### src/rtl/if_id_queue_pkg.sv
// rtl/if_id_queue_pkg.sv - shared width defaults and control constants for the IF->ID queue
package if_id_queue_pkg;
   localparam int DefXlen = 32;
   localparam logic [DefXlen-1:0] ZeroWord = '0;
   localparam logic Enable = 1'b1;
   localparam logic Disable = 1'b0;
endpackage

### src/rtl/if_id_queue.sv
// rtl/if_id_queue.sv - circular FIFO buffering fetched {pc, inst} pairs between IF and ID
module if_id_queue
   import if_id_queue_pkg::*;
#(
   parameter int DEPTH  = 4,
   parameter int XLEN   = DefXlen,
   parameter int PC_ADJ = 4
) (
   input  logic                     clk,
   input  logic                     rst,
   input  logic                     flush,
   input  logic                     if_valid,
   input  logic [XLEN-1:0]          if_pc,
   input  logic [XLEN-1:0]          if_inst,
   output logic                     if_ready,
   output logic                     id_valid,
   output logic [XLEN-1:0]          id_pc,
   output logic [XLEN-1:0]          id_inst,
   input  logic                     id_ready,
   output logic [$clog2(DEPTH):0]   count
);
   localparam int PW = $clog2(DEPTH);
   localparam int CW = PW + 1;

   logic [2*XLEN-1:0] mem_q [0:DEPTH-1];
   logic [PW-1:0]     wr_ptr_q, wr_ptr_d;
   logic [PW-1:0]     rd_ptr_q, rd_ptr_d;
   logic [CW-1:0]     count_q, count_d;
   logic              push, pop;

   // if_ready looks at occupancy only, so a full queue refuses a push even while ID pops.
   assign if_ready = (count_q < CW'(DEPTH)) ? Enable : Disable;
   assign id_valid = (count_q != '0) ? Enable : Disable;
   assign push     = if_valid & if_ready;
   assign pop      = id_valid & id_ready;
   assign count    = count_q;

   always_comb begin
      wr_ptr_d = wr_ptr_q;
      rd_ptr_d = rd_ptr_q;
      count_d  = count_q;
      if (flush) begin
         wr_ptr_d = '0;
         rd_ptr_d = '0;
         count_d  = '0;
      end else begin
         if (push) wr_ptr_d = wr_ptr_q + PW'(1);
         if (pop)  rd_ptr_d = rd_ptr_q + PW'(1);
         if (push && !pop)      count_d = count_q + CW'(1);
         else if (pop && !push) count_d = count_q - CW'(1);
      end
   end

   always_ff @(posedge clk) begin
      if (rst) begin
         wr_ptr_q <= '0;
         rd_ptr_q <= '0;
         count_q  <= '0;
      end else begin
         wr_ptr_q <= wr_ptr_d;
         rd_ptr_q <= rd_ptr_d;
         count_q  <= count_d;
      end
   end

   always_ff @(posedge clk) begin
      if (!rst && !flush && push)
         mem_q[wr_ptr_q] <= {if_pc - XLEN'(PC_ADJ), if_inst};
   end

   // Idle bus reads as zero so decode never sees a stale entry.
   assign {id_pc, id_inst} = (id_valid == Enable) ? mem_q[rd_ptr_q] : '0;
endmodule

### config.mk
export PLATFORM = sky130hd
export DESIGN_NAME = if_id_queue
export DESIGN_NICKNAME = d
export VERILOG_FILES = /design/src/rtl/if_id_queue_pkg.sv /design/src/rtl/if_id_queue.sv
export SDC_FILE = /design/constraint.sdc
export NUM_CORES = 1
export LEC_CHECK = 0
export ABC_AREA = 1
export BUFFER_PORTS_ARGS = -buffer_cell sky130_fd_sc_hd__buf_2
export CORE_MARGIN = 2
export CORE_UTILIZATION = 45
export DETAILED_ROUTE_END_ITERATION = 16
export PLACE_DENSITY = 0.65
export REMOVE_ABC_BUFFERS = 1
export SYNTH_ARGS = -nofsm -noshare
export SYNTH_HDL_FRONTEND = slang
export SYNTH_SLANG_ARGS = --single-unit
### constraint.sdc
create_clock -name clk -period 4.7 [get_ports clk]
set_input_delay 0.705 -clock clk [delete_from_list [all_inputs] [get_ports clk]]
set_output_delay 0.705 -clock clk [all_outputs]
set_load 0.1 [all_outputs]
==> reports/summary.txt, run 1 <==
worst hold path class: in2reg
Iteration-0 DRC Markers: 666
cts hold-fix bufs: 0
commonest cells in the netlist: nor2_1 (312), edfxtp_1 (256), o21ai_0 (130)
Final Non-Filler Cells: 1,458
crit start category: flop
vias post-DR: 7,523
Syn-to-layout area delta: 16.9%
unrepaired setup endpoints after global routing: false
initial antenna violation count: 1
GRT Total Usage: 18.5%
Clk pin slew, worst setup/hold paths: 0.06 ns
Post-CTS Resized: 0
CTS tree: built
number of buffers created by CTS: 28
largest net degree at the start of global routing: 83
Initial Util: 45.9%
Nets: 1,188
# port buffers: 137
Slew Limit Fails: 0
Root Buffer: clkbuf_16
reg2reg path depth: 6
Setup violations, final: 0
internal power: 4.22 mW
Final min period: 3.88 ns
postcts setup bufs: 0
final setup TNS: 0 ns
FF+latch area: 7870 um2
Top cell by count, worst path: nor2_1
VDD IR-drop max: 0.000273 V
CP peak stage delay: 0.76 ns
worst-path maximum fanout: 82
Vias per Instance: 5.16
Clock power frac: 38.6%
CP required: 3.99 ns
combinational fraction of design power: 17.4%
Seq cells post-synth: 265
row count: 57
core footprint: 24,300 um2
post-synthesis sequential area ratio: 70.5%
Clock Sinks: 265
placed insts: 1,406
drt first pass iters: 5
die area: 26,100 um2
Syn Std Cell Area: 11,200 um2
CP cell instances: buf_4, nor2_1, nor2_1, o21ai_0, a21oi_1, buf_2
Cell variety after synth: 26
Avg Cell Area, Syn: 11.3 um2
EDFF count, synth: 256
switching pwr: 1.78 mW
H-tree depth: 1
FMAX: 258 MHz
Leak: 4.80 nW
vias in the first global route: 7,169
Synth Flop Type: edfxtp_1
fillers: 2,121
detailed-route DRC error count: 0
WL final: 24,600 um
maxcap violations: 0
first-pass GRT wire length: 38,100 um
Antenna Cells: 0
Post-DP HPWL: 13,800 um
Tcrit/Tclk final: 82.5%
Crit path buffers/inverters: 2
hold path cells: 1
die span in x: 161 um
Power Density: 460 nW/um2
crit path DAT: 3.17 ns
YS warnings: 0
ratio of cells with drive above 1 in the final layout: 17.8%
Final Util: 53.6%
Skew-Pair Late Insertion Delay: 0.53 ns
Syn Inst Count: 983
async set-or-reset flop fraction in the synthesized netlist: 0%
maximum clock path buffer count: 3
cell taking the most area after synthesis: edfxtp_1
crit end category: output port
GPL Wtd Cong: 0.880
Rel. slew slack: 31.6%
Yosys top cell area share: 68.9%
CP Class: reg2out
Largest delay share family, worst path: buffers and inverters
Worst Max-Slew Pin Slew: 1.03 ns
Hold Vio Cnt, Final: 0
Seq pwr share: 44.0%
multi-input logic area: 2880 um2
cell at the slowest stage of the critical path: buf_4
top-count cell post-synth: nor2_1
critical path depth: 6
Final Skew: 0.00901 ns
remaining global-route overflow: 0
switch share: 29.7%
number of nets still failing antenna checks after routing: 0
status: finished, final reports clean
top post-synthesis cells by area: edfxtp_1 (69%), nor2_1 (11%), o21ai_0 (5.8%), a21oi_1 (3.1%), nand2_1 (2.3%)
Die Ht: 161 um
Ports: 138
DR WL/cell: 16.9 um
==> layout by cell type (no fill, tap or decap), drive strengths merged <==
cell,instances
nor2,316
edfxtp,256
buf,146
o21ai,141
a21oi,70
nand2,69
inv,36
clkbuf,34
clkinv,13
xnor2,10
dfxtp,9
nand3,6
nand4,6
xor2,6
ha,6
bufinv,6
nand3b,1
o21bai,1
and3,1
fa,1
==> routing by layer <==
layer  vias up  wire [um]  GRT usage (%)
met5         -          0              0
met4         0        332           3.90
met3        28       1390           2.77
met2       224      11800           31.0
met1      3618      11100           25.9
li1       3653          -              -
==> logic make-up (layout without fill, tap and decap cells) <==
logic type,count (synthesis),count (layout),share of synthesized area (%)
xor+xnor,16,16,1.26
flops,265,265,70.5
buf+inv,84,235,3.92
fa+ha+maj,7,7,0.853
simple gates,399,399,13.9
compound gates,212,212,9.54
==> worst paths after layout <==
check	endpoint	slack (ns)	startpoint
max	id_pc[23]	0.82	flop
min	mem_q[3][30]	0.39	if_inst[30]
max reg2reg	mem_q[1][24]	2.47	count[2]
min reg2reg	count[1]	0.51	count[1]
==> per-stage QoR <==
step	power (mW)	hold WS [ns]	area, um2	setup WS, ns
after global placement	3.74	0.494	12100	1.44
after detailed placement	3.74	0.502	12100	1.38
after CTS	6.05	0.372	13000	0.806
after global routing	6.19	0.378	13000	0.626
final	6.00	0.394	13000	0.824
after floorplan	3.51	0.482	10900	-0.781
==> state kept, by name, indices dropped and copies added (netlist names), named ones only <==
register	count
mem_q	256
rd_ptr_q	2
count	3
wr_ptr_q	2
==> power groups by stage <==
stage | registers, mW | logic (mW) | clock network [mW]
4_1_cts | 2.64 | 1.05 | 2.35
5_1_grt | 2.65 | 1.10 | 2.45
6_report | 2.64 | 1.05 | 2.32
2_1_floorplan | 2.72 | 0.792 | 0
3_3_place_gp | 2.69 | 1.04 | 0
3_5_place_dp | 2.69 | 1.05 | 0
==> cell type report <==
| class | count | area share [%] |
|---|---|---|
| Tap cell | 324 | 3.11 |
| Clock buffer | 34 | 5.71 |
| Multi-Input combinational cell | 634 | 22.1 |
| Clock inverter | 18 | 1.79 |
| Inverter | 37 | 1.07 |
| Sequential cell | 265 | 60.4 |
| Timing Repair Buffer | 146 | 5.87 |
Note: power is estimated with default switching activity, not from simulation.
==> inputs of run 2 (changes only) <==
--- a/config.mk
+++ b/config.mk
@@ -5,12 +5,12 @@
 export SDC_FILE = /design/constraint.sdc
 export NUM_CORES = 1
 export LEC_CHECK = 0
-export ABC_AREA = 1
+export ABC_AREA = 0
 export BUFFER_PORTS_ARGS = -buffer_cell sky130_fd_sc_hd__buf_2
 export CORE_MARGIN = 2
 export CORE_UTILIZATION = 45
 export DETAILED_ROUTE_END_ITERATION = 16
-export PLACE_DENSITY = 0.65
+export PLACE_DENSITY = 0.68
 export REMOVE_ABC_BUFFERS = 1
 export SYNTH_ARGS = -nofsm -noshare
 export SYNTH_HDL_FRONTEND = slang
==> constraint.sdc (replaced) <==
create_clock -name clk -period 3.1 [get_ports clk]
set_input_delay 0.465 -clock clk [delete_from_list [all_inputs] [get_ports clk]]
set_output_delay 0.465 -clock clk [all_outputs]
set_load 0.1 [all_outputs]
==> run 2 against run 1 <==
  * Utilization increased by 0.49 points
  * Synthesized cell count fell by 46%
  * Critical path depth fell by 2
  * Power is 43% higher
  * Count of clock-buffer cells in the layout is 4 lower
  * Non-clock buffer count grew 2
  * Final area decreased by 3.2%
  * Area after synthesis is 4.6% lower
  * Critical endpoint is now id_inst[15]
==> reports/summary.txt, run 2 <==
crit end category: output port
hold path cells: 1
DR WL/cell: 19.9 um
Tcrit/Tclk final: 93.4%
cell taking the most area after synthesis: edfxtp_1
core footprint: 23,300 um2
Final Skew: 0.00489 ns
Power Density: 680 nW/um2
CTS tree: built
async set-or-reset flop fraction in the synthesized netlist: 0%
Nets: 764
Clk pin slew, worst setup/hold paths: 0.06 ns
Iteration-0 DRC Markers: 270
vias post-DR: 5,353
YS warnings: 0
Setup violations, final: 0
FMAX: 345 MHz
worst hold path class: in2reg
ratio of cells with drive above 1 in the final layout: 37.5%
most common cell after layout, fill and taps aside: edfxtp_1
maximum clock path buffer count: 3
Syn-to-layout area delta: 18.6%
final total power: 8.58 mW
Ports: 138
Vias per Instance: 5.22
Slew Limit Fails: 0
r2r setup slk: 0.82 ns
Skew-Pair Late Insertion Delay: 0.51 ns
Hold Vio Cnt, Final: 0
Initial Util: 45.6%
drt first pass iters: 4
crit start category: flop
crit path DAT: 2.43 ns
Post-DP HPWL: 12,200 um
maxcap violations: 0
CP Class: reg2out
commonest cells in the netlist: edfxtp_1 (256), and2_1 (65), mux4_2 (64)
Leak: 4.31 nW
Post-CTS Resized: 0
status: finished, final reports clean
vias in the first global route: 5,783
Worst Max-Slew Pin Slew: 0.661 ns
Antenna Cells: 0
Yosys top cell area share: 72.2%
die span in x: 158 um
EDFF count, synth: 256
remaining global-route overflow: 0
Die Ht: 158 um
Synth Flop Type: edfxtp_1
first-pass GRT wire length: 31,500 um
VDD IR-drop max: 0.000406 V
post-synthesis sequential area ratio: 73.9%
max FFs per register: 256
die area: 24,900 um2
number of nets still failing antenna checks after routing: 0
Syn Inst Count: 535
# port buffers: 137
Post-DP Area: 11,800 um2
fillers: 1,868
initial antenna violation count: 0
top-count cell post-synth: edfxtp_1
Seq cells post-synth: 265
unrepaired setup endpoints after global routing: false
postcts setup bufs: 0
reg2reg path depth: 8
row count: 56
largest net degree at the start of global routing: 67
cts hold-fix bufs: 0
Largest Register: mem_q
Rel. slew slack: 55.9%
worst-path maximum fanout: 64
Cell variety after synth: 34
WL final: 20,400 um
Clock Sinks: 265
CP required: 2.63 ns
GRT Total Usage: 16.8%
Avg Cell Area, Syn: 19.9 um2
Syn Std Cell Area: 10,600 um2
H-tree depth: 1
Root Buffer: clkbuf_16
detailed-route DRC error count: 0
Final min period: 2.90 ns
GPL Wtd Cong: 0.766
top post-synthesis cells by area: edfxtp_1 (72%), mux4_2 (14%), and2_1 (3.8%), xor2_1 (1.7%), dfxtp_1 (1.7%)
most frequent cells in the layout: edfxtp_1 (256), buf_2 (137), and2_1 (65), mux4_2 (64), clkbuf_16 (27)
number of buffers created by CTS: 27
final instance area: 12,600 um2
==> run 2: cell count changes after synthesis, moves of 6 or more <==
cell,before,now
o21ai_0,130,1
or3_1,0,6
nor2_1,312,20
xor2_1,6,21
a21oi_1,70,2
inv_1,34,7
mux4_2,0,64
nand2_1,68,9
o21ai_1,11,0
nor3_1,0,7
and2_1,0,65
buf_6,12,0
==> run 2: final cells by class <==
class / count / area [um2] / share of cell area [%]
Inverter: 7 / 26.3 / 0.208
Timing Repair Buffer: 148 / 843 / 6.68
Clock inverter: 17 / 124 / 0.981
Tap cell: 319 / 399 / 3.16
Multi-Input combinational cell: 239 / 2670 / 21.1
Clock buffer: 30 / 687 / 5.44
Sequential cell: 265 / 7880 / 62.4
==> run 2: final timing paths <==
kind / startpoint / endpoint
hold / removal: if_inst[26] / mem_q[0][26]
hold reg to reg: rd_ptr_q[0] / flop
setup / recovery: flop / id_inst[15]
setup reg to reg: count[1] / count[2]
==> run 2: layer usage <==
layer,global-route usage (%),wire (um),up-vias,part of all wire (%)
met5,0,0,-,0
met4,4.42,334,0,1.6
met3,2.35,1100,29,5.4
met2,28.7,10100,165,50
met1,22.7,8860,2742,43
li1,-,-,2417,-
==> run 2: logic make-up after synthesis <==
family	count (synthesis)	synth area share, %
and+or+nand+nor	132	7.59
buffers and inverters	31	1.19
muxes	65	13.6
adders and majority gates	7	0.893
AOI/OAI and AO/OA	4	0.212
xor gates and xnor gates	31	2.55
DFF	265	73.9
==> run 2: report_power, final <==
part / leakage, nW / switching (mW) / internal [mW] / total [mW]
logic: 1.53 / 1.31 / 0.303 / 1.61
clock network: 0.394 / 1.23 / 1.74 / 2.97
registers: 2.39 / 0.0170 / 3.98 / 4.00
total: 4.31 / 2.56 / 6.02 / 8.58
==> run 2: worst max-delay path: stages (launching register included) <==
cell and delay (ns):
dfxtp_4 0.35, buf_12 0.42, mux4_2 0.58, and2_1 0.20
buf_2 0.30
==> run 2: metrics by stage <==
step	TNS, ns	setup WS [ns]	cells	hold WS [ns]	utilization, %
after CTS	0	0.143	1025	0.143	54.1
after floorplan	-112.21	-1.34	511	0.485	-
after global routing	0	0.0660	1025	0.154	54.1
after detailed placement	0	0.668	978	0.525	50.6
after global placement	0	0.688	978	0.511	50.6
final	0	0.203	1025	0.167	54.1
